## src/rtl/remap_inv_pkg.sv

```systemverilog
// -----------------------------------------------------------------------------
// remap_inv_pkg
//   Shared definitions for the remap number format, used by the encoder
//   (remap_top) and the decoder (remap_inv_top).
//
//   A code is packed as {k, m}. k is the position of the leading one of the
//   integer. m holds the bits below the leading one, left-aligned in M_LEN bits
//   and then passed through the mantissa remap.
//
//   The mantissa remap is the binary-reflected Gray code:
//     remap(x) = x ^ (x >> 1)
//   It is a bijection on M_LEN bits with remap(0) == 0. The decoder applies
//   the inverse, where bit i of the result is the XOR of bits i..top of the
//   input.
//
//   Contents: width defines, field-slice macros, field typedefs, and the
//   pack/unpack/remap helpers shared with the encoder.
// -----------------------------------------------------------------------------
`ifndef NUM_LENGTH
`define NUM_LENGTH 32
`endif

// M_LEN == `M1_LENGTH + 1.
`ifndef M1_LENGTH
`define M1_LENGTH 26
`endif

// Field slices of a packed code. These expect NUM_W, K_W and M_W to be
// visible in the scope where the macro is used.
`define REMAP_CODE_K(c) c[NUM_W-1 -: K_W]
`define REMAP_CODE_M(c) c[M_W-1:0]

package remap_inv_pkg;

  localparam int NUM_LEN = `NUM_LENGTH;
  localparam int K_LEN   = $clog2(NUM_LEN);
  localparam int M_LEN   = NUM_LEN - K_LEN;
  localparam int M1_LEN  = `M1_LENGTH + 1;

  typedef logic [K_LEN-1:0]   k_t;
  typedef logic [M_LEN-1:0]   m_t;
  typedef logic [NUM_LEN-1:0] code_t;

  typedef struct packed {
    k_t k;
    m_t m;
  } code_fields_t;

  function automatic code_t pack_code(input k_t k, input m_t m);
    code_fields_t f;
    f.k = k;
    f.m = m;
    return code_t'(f);
  endfunction

  function automatic code_fields_t unpack_code(input code_t c);
    return code_fields_t'(c);
  endfunction

  // Forward mantissa remap, used by the encoder.
  function automatic m_t remap(input m_t x);
    return x ^ (x >> 1);
  endfunction

endpackage

```

## src/rtl/remap_inv.sv

```systemverilog
// -----------------------------------------------------------------------------
// remap_inv
//   Combinational inverse of the mantissa remap (Gray -> binary).
//   m1[i] = XOR of m2[M_W-1:i], so remap_inv(remap(x)) == x and
//   remap_inv(0) == 0.
//
// Ports
//   m2  in   M_W  remapped mantissa taken from the code
//   m1  out  M_W  plain left-aligned mantissa
// -----------------------------------------------------------------------------
module remap_inv
  import remap_inv_pkg::*;
#(
  parameter int M_W = M_LEN
) (
  input  logic [M_W-1:0] m2,
  output logic [M_W-1:0] m1
);

  // Each bit is a reduction over a shifted copy of the input. This keeps the
  // prefix XOR free of a self-referencing vector.
  always_comb begin
    m1 = '0;
    for (int i = 0; i < M_W; i++) begin
      m1[i] = ^(m2 >> i);
    end
  end

endmodule

```

## src/rtl/remap_inv_top.sv

```systemverilog
// -----------------------------------------------------------------------------
// remap_inv_top
//   Decoder for the remap number format. It takes a packed code {k, m2} and
//   rebuilds the integer num = (1 << k) | m1 aligned below bit k.
//   Two-stage valid/ready pipeline:
//     S1 : register k and remap_inv(m2)
//     S2 : denormalise into num_o
//   Throughput is one code per cycle. Back-pressure ripples back with no
//   bubble.
//
//   Build option REMAP_INV_MIDPOINT_EN: when k > M_W, the low k-M_W bits that
//   the code cannot carry are filled with their midpoint instead of zero.
//
// Ports
//   clk_i         in   1      clock, rising edge
//   rst_n_i       in   1      asynchronous active-low reset
//   code_i        in   NUM_W  packed code {k, m2}
//   code_valid_i  in   1      code_i valid
//   code_ready_o  out  1      code_i accepted this cycle when valid
//   num_o         out  NUM_W  decoded integer
//   num_valid_o   out  1      num_o valid
//   num_ready_i   in   1      consumer accepts num_o
// -----------------------------------------------------------------------------
module remap_inv_top
  import remap_inv_pkg::*;
#(
  parameter int NUM_W = NUM_LEN
) (
  input  logic             clk_i,
  input  logic             rst_n_i,
  input  logic [NUM_W-1:0] code_i,
  input  logic             code_valid_i,
  output logic             code_ready_o,
  output logic [NUM_W-1:0] num_o,
  output logic             num_valid_o,
  input  logic             num_ready_i
);

  localparam int K_W = $clog2(NUM_W);
  localparam int M_W = NUM_W - K_W;

  // M_W < NUM_W <= 2**K_W, so M_W always fits in the k field width.
  localparam logic [K_W-1:0] M_W_K = K_W'(M_W);
  localparam logic [NUM_W-1:0] ONE = NUM_W'(1);

  logic           s1_v;
  logic [K_W-1:0] s1_k;
  logic [M_W-1:0] s1_m1;
  logic [M_W-1:0] m1_c;

  logic adv1;
  logic adv2;

  logic [NUM_W-1:0] m1_ext;
  logic [NUM_W-1:0] lead;
  logic [NUM_W-1:0] fill;
  logic [K_W-1:0]   sh_r;
  logic [K_W-1:0]   sh_l;
  logic [NUM_W-1:0] denorm_c;

  // The stall decision flows from the output back toward the input within
  // the same cycle. Valid never passes combinationally between the two sides.
  assign adv2         = !num_valid_o || num_ready_i;
  assign adv1         = !s1_v || adv2;
  assign code_ready_o = adv1;

  remap_inv #(
    .M_W (M_W)
  ) u_remap_inv (
    .m2 (`REMAP_CODE_M(code_i)),
    .m1 (m1_c)
  );

  // denorm(k, m1): place the leading one at bit k and align m1 directly
  // below it. For k < M_W, the bits of m1 that are shifted out are zero
  // because of how the format is built.
  always_comb begin
    m1_ext   = {{K_W{1'b0}}, s1_m1};
    lead     = ONE << s1_k;
    sh_r     = M_W_K - s1_k;
    sh_l     = s1_k - M_W_K;
    fill     = '0;
    denorm_c = lead;
    if (s1_k < M_W_K) begin
      denorm_c = lead | (m1_ext >> sh_r);
    end else if (s1_k == M_W_K) begin
      denorm_c = lead | m1_ext;
    end else begin
`ifdef REMAP_INV_MIDPOINT_EN
      fill = ONE << (sh_l - K_W'(1));
`else
      fill = '0;
`endif
      denorm_c = lead | (m1_ext << sh_l) | fill;
    end
  end

  always_ff @(posedge clk_i or negedge rst_n_i) begin
    if (!rst_n_i) begin
      s1_v        <= 1'b0;
      s1_k        <= '0;
      s1_m1       <= '0;
      num_valid_o <= 1'b0;
      num_o       <= '0;
    end else begin
      if (adv1) begin
        s1_v <= code_valid_i;
        if (code_valid_i) begin
          s1_k  <= `REMAP_CODE_K(code_i);
          s1_m1 <= m1_c;
        end
      end
      if (adv2) begin
        num_valid_o <= s1_v;
        if (s1_v) begin
          num_o <= denorm_c;
        end
      end
    end
  end

endmodule

```

## config.mk

```make
export PLATFORM = sky130hd
export DESIGN_NAME = remap_inv_top
export DESIGN_NICKNAME = d
export VERILOG_FILES = /design/src/rtl/remap_inv_pkg.sv /design/src/rtl/remap_inv.sv /design/src/rtl/remap_inv_top.sv
export SDC_FILE = /design/constraint.sdc
export NUM_CORES = 1
export LEC_CHECK = 0
export BUFFER_PORTS_ARGS = -buffer_cell sky130_fd_sc_hd__buf_4
export CAP_MARGIN = 30
export CORE_AREA = 2 2 105 107
export DETAILED_ROUTE_END_ITERATION = 8
export DIE_AREA = 0 0 107 109
export GPL_TIMING_DRIVEN = 0
export PLACE_DENSITY_LB_ADDON = 0.25
export REMOVE_ABC_BUFFERS = 1
export SLEW_MARGIN = 15
export SYNTH_ARGS = -nofsm -noshare
export SYNTH_HDL_FRONTEND = slang
export SYNTH_SLANG_ARGS = --single-unit
```

## constraint.sdc

```tcl
create_clock -name clk_i -period 11.4 [get_ports clk_i]
set_input_delay 1.71 -clock clk_i [delete_from_list [all_inputs] [get_ports clk_i]]
set_output_delay 1.71 -clock clk_i [all_outputs]
set_load 0.02 [all_outputs]
```

==> run_summary.xml <==
<?xml version="1.0" encoding="UTF-8"?>
<metrics>
  <group name="placement">
    <metric name="placement.io_buffers" unit="">69</metric>
    <metric name="place.gp.congestion" unit="">1.11</metric>
    <metric name="post-dp-hpwl" unit="mm">16.6</metric>
    <metric name="post_dp_cell_area" unit="mm2">0.00721</metric>
    <metric name="place_worst_setup_slack" unit="ps">6860</metric>
  </group>
  <group name="setup_path">
    <metric name="list_of_cells_traversed_by_the_critical_path" unit="">buf_16 -&gt; inv_1 -&gt; ha_2 -&gt; and2_1 -&gt; nor2_1 -&gt; xnor2_2 -&gt; mux2i_1 -&gt; a221oi_1 -&gt; a211oi_1 -&gt; a2111oi_0 -&gt; o31ai_1</metric>
    <metric name="critical_path.top_delay_family" unit="">compound AO/OA/AOI/OAI gates</metric>
    <metric name="critPathMaxFanout" unit="">25</metric>
    <metric name="worstPathRequired" unit="ps">11620</metric>
    <metric name="critPathCaptureType" unit="">flip-flop</metric>
    <metric name="crit_slowest_cell" unit="">and2_1</metric>
    <metric name="worst-setup-path-type" unit="">reg2reg</metric>
    <metric name="critical_path_buf_inv_count" unit="">2</metric>
    <metric name="crit_path_max_incr_delay" unit="ps">710</metric>
    <metric name="worst-r2r-cell-count" unit="">11</metric>
    <metric name="crit_arrival" unit="ps">4990</metric>
    <metric name="worstSetupStartpointType" unit="">flip-flop</metric>
    <metric name="path_depth" unit="">11</metric>
  </group>
  <group name="global_routing">
    <metric name="number_of_global_route_vias_before_repair" unit="">6230</metric>
    <metric name="grt_first_pass_wirelength" unit="mm">35.5</metric>
    <metric name="grt.met1_usage" unit="">0.527</metric>
    <metric name="global_route.usage.total" unit="">0.405</metric>
    <metric name="grt_antenna_before_repair" unit="">0</metric>
    <metric name="grtUsageMet3" unit="">0.103</metric>
    <metric name="globalRoute.totalOverflow" unit="">0</metric>
    <metric name="globalRoute.busiestLayer" unit="">met2</metric>
    <metric name="global_route.usage.met2" unit="">0.626</metric>
    <metric name="pin_count_of_the_biggest_net_entering_global_routing" unit="">67</metric>
  </group>
  <group name="synthesis">
    <metric name="synth_seq_cells" unit="">66</metric>
    <metric name="post_syn_area_per_cell" unit="um2">8.76</metric>
    <metric name="post_synth_inst_count" unit="">748</metric>
    <metric name="synth-warning-count" unit="">0</metric>
    <metric name="synth_cell_types" unit="">61</metric>
    <metric name="async_reset_ff_frac" unit="">1.00</metric>
    <metric name="number_of_enable_flip_flop_cells_after_synthesis" unit="">0</metric>
    <metric name="synth_largest_type_area_fraction" unit="">0.252</metric>
    <metric name="synth_top_flop_cell" unit="">dfrtp_1</metric>
    <metric name="syn-cell-area" unit="mm2">0.00655</metric>
    <metric name="synth.area.top_cells" unit="">dfrtp_1, mux4_2, mux2i_1, mux2_2, nand2_1</metric>
    <metric name="synth_seq_area_share" unit="">0.252</metric>
    <metric name="yosysTopAreaCell" unit="">dfrtp_1</metric>
  </group>
  <group name="clocking">
    <metric name="clock_insertion_delay_worst_skew" unit="ps">370</metric>
    <metric name="cts-buffers-inserted" unit="">9</metric>
    <metric name="cts_resized" unit="">0</metric>
    <metric name="clk_pin_slew" unit="ps">70</metric>
    <metric name="tritoncts_num_sinks" unit="">66</metric>
    <metric name="cts.root.buffer_cell" unit="">clkbuf_8</metric>
    <metric name="post_cts_buffers" unit="">0</metric>
    <metric name="max_clock_buf_depth" unit="">2</metric>
    <metric name="clock_tree.htree_level_count" unit="">3</metric>
    <metric name="cts_hold_buf" unit="">0</metric>
    <metric name="cts_tree" unit="">built</metric>
  </group>
  <group name="worst_hold_path">
    <metric name="worstHoldPathCells" unit="">2</metric>
    <metric name="hold_path_class" unit="">reg2reg</metric>
  </group>
  <group name="pwr">
    <metric name="pwr_density_cell" unit="mW/mm2">253</metric>
    <metric name="p_int" unit="uW">930</metric>
    <metric name="net-switching-power" unit="uW">941</metric>
    <metric name="irDropWorstVdd" unit="uV">161</metric>
    <metric name="pwr-share-clk" unit="">0.104</metric>
    <metric name="switching_share" unit="">0.503</metric>
    <metric name="p_seq_frac" unit="">0.255</metric>
    <metric name="leakagePower" unit="uW">0.00302</metric>
    <metric name="power_frac_comb" unit="">0.641</metric>
  </group>
  <group name="sta">
    <metric name="slew_hr" unit="">0.408</metric>
    <metric name="period_share" unit="">0.418</metric>
    <metric name="grt_setup_unrepaired" unit="">false</metric>
    <metric name="timing.fmax" unit="MHz">210</metric>
    <metric name="timing.setup.tns" unit="ps">0</metric>
    <metric name="report.final.slew_viol_count" unit="">0</metric>
    <metric name="min_period" unit="ps">4770</metric>
    <metric name="timing_worst_slew_pin_value" unit="ps">885</metric>
    <metric name="final_hold_viol_count" unit="">0</metric>
    <metric name="finClkSkew" unit="ps">12.2</metric>
    <metric name="setup_ws" unit="ps">6630</metric>
    <metric name="setup_violations" unit="">0</metric>
  </group>
  <group name="die">
    <metric name="die_width" unit="um">107</metric>
    <metric name="floorplan_core_area" unit="mm2">0.0106</metric>
    <metric name="floorplan.initialDensity" unit="">0.618</metric>
    <metric name="num_rows" unit="">38</metric>
    <metric name="io_pins" unit="">70</metric>
    <metric name="die_y" unit="um">109</metric>
    <metric name="design.die.area" unit="mm2">0.0117</metric>
  </group>
  <group name="final_layout">
    <metric name="filler_cell_count" unit="">823</metric>
    <metric name="ff_latch_area" unit="mm2">0.00166</metric>
    <metric name="insertedDiodeCount" unit="">0</metric>
    <metric name="post_route_cells_drive_above_1_share" unit="">0.229</metric>
    <metric name="fin_nets" unit="">820</metric>
    <metric name="mostFrequentLayoutCells" unit="">nand2_1, buf_4, dfrtp_1</metric>
    <metric name="post-route-cell-area" unit="mm2">0.00741</metric>
    <metric name="layout-area-overhead-vs-synth" unit="%">13.1</metric>
    <metric name="multiInputGateArea" unit="mm2">0.00465</metric>
    <metric name="final_common_cell" unit="">nand2_1</metric>
  </group>
  <group name="route">
    <metric name="finalWirelength" unit="mm">22.9</metric>
    <metric name="post_drt_via_cell_ratio" unit="">7.08</metric>
    <metric name="vias" unit="">6523</metric>
    <metric name="route.detailed.wl_per_inst" unit="um">24.9</metric>
    <metric name="antenna_violating_nets_post_route" unit="">0</metric>
    <metric name="route.detailed.drc" unit="">0</metric>
    <metric name="drt_first_iter_violations" unit="">1008</metric>
    <metric name="first_pass_iters" unit="">6</metric>
  </group>
  <group name="run">
    <metric name="cap_violations" unit="">0</metric>
  </group>
  <group name="run_status">
    <metric name="status" unit="">completed</metric>
  </group>
</metrics>
==> power by group through the flow <==
| stage | clock (uW) | sequential [uW] | combinational [uW] |
|---|---|---|---|
| final | 194 | 477 | 1200 |
| after global routing | 203 | 482 | 1270 |
| after CTS | 193 | 464 | 1160 |
| after detailed placement | 0 | 469 | 1160 |
| after global placement | 0 | 482 | 1100 |
| after floorplan | 0 | 461 | 764 |
==> worst paths after layout <==
kind	startpoint	to	slack, ps
max reg2reg	s1_k[2]$_DFFE_PN0P_	num_o[16]$_DFFE_PN0P_	6630
min in group asynchronous	rst_n_i	num_o[23]$_DFFE_PN0P_	1440
min	num_o[18]$_DFFE_PN0P_	num_o[18]$_DFFE_PN0P_	470
max	s1_k[2]$_DFFE_PN0P_	num_o[16]$_DFFE_PN0P_	6630
max in group asynchronous	rst_n_i	s1_k[2]$_DFFE_PN0P_	9360
min reg2reg	num_o[18]$_DFFE_PN0P_	num_o[18]$_DFFE_PN0P_	470
==> sequential cells by signal, summed over array words and instances, names as in the netlist <==
| signal | cells |
|---|---|
| num_o | 32 |
| num_valid_o | 1 |
| s1_k | 5 |
| s1_m1 | 27 |
| s1_v | 1 |
==> metrics by stage <==
stage	hold slack, ps	util	instances	total power, uW
finish	470	0.699	921	1870
global route	509	0.699	921	1960
CTS	473	0.697	920	1820
detailed placement	458	0.680	904	1630
global placement	454	0.660	895	1580
floorplan	471	-	686	1230
==> cells in the mapped netlist (all sizes together) (2+ instances only) <==
| master | number |
|---|---|
| nand2 | 88 |
| dfrtp | 66 |
| o21ai | 63 |
| nor2 | 56 |
| a21oi | 51 |
| clkbuf | 51 |
| mux2i | 51 |
| mux2 | 33 |
| mux4 | 32 |
| xnor2 | 29 |
| a31oi | 18 |
| nand3 | 18 |
| a211oi | 16 |
| xor2 | 15 |
| a221oi | 14 |
| nor2b | 12 |
| buf | 11 |
| inv | 10 |
| nand2b | 10 |
| o211ai | 10 |
| ha | 8 |
| o31ai | 8 |
| nor3 | 7 |
| o21a | 7 |
| and2 | 6 |
| o22ai | 6 |
| a2111oi | 4 |
| a221o | 4 |
| and3 | 4 |
| o22a | 4 |
| a22oi | 3 |
| or2 | 3 |
| a22o | 2 |
| a2bb2oi | 2 |
| a32oi | 2 |
| a41oi | 2 |
| nand3b | 2 |
| o2111ai | 2 |
| o21bai | 2 |
| o221ai | 2 |
| o311ai | 2 |
| o32a | 2 |
| xnor3 | 2 |
==> area by class of cell <==
| cell class | instances | share of cell area |
|---|---|---|
| well taps | 140 | 0.0236 |
| inverters | 10 | 0.00507 |
| flip-flops and latches | 66 | 0.223 |
| repair buffers | 79 | 0.0957 |
| clock buffers | 14 | 0.0233 |
| multi-input cells | 610 | 0.627 |
| clock inverters | 2 | 0.00135 |
==> kinds of logic after synthesis <==
kind of cell	Yosys count	synth area share
fa+ha+maj	8	0.0153
compound gates	230	0.227
buf+inv	72	0.0430
xor+xnor	46	0.0764
flops	66	0.252
mux	116	0.245
simple gates	210	0.141
==> per-layer routing <==
layer,vias up,part of all wire
met4,0,0.056
met3,93,0.13
li1,2859,-
met1,3058,0.36
met5,-,0
met2,513,0.45
==> worst register-to-register path: cells and delay by family, from the launching register on <==
kind | cells | cell delay [ps]
AND/OR/NAND/NOR | 2 | 890
AO/OA/AOI/OAI | 4 | 1290
XOR/XNOR | 1 | 680
buffers and inverters | 2 | 710
flip-flops | 1 | 610
multiplexers | 1 | 170
adder cells (fa/ha/maj) | 1 | 280
Note: power is estimated with default switching activity, not from simulation.
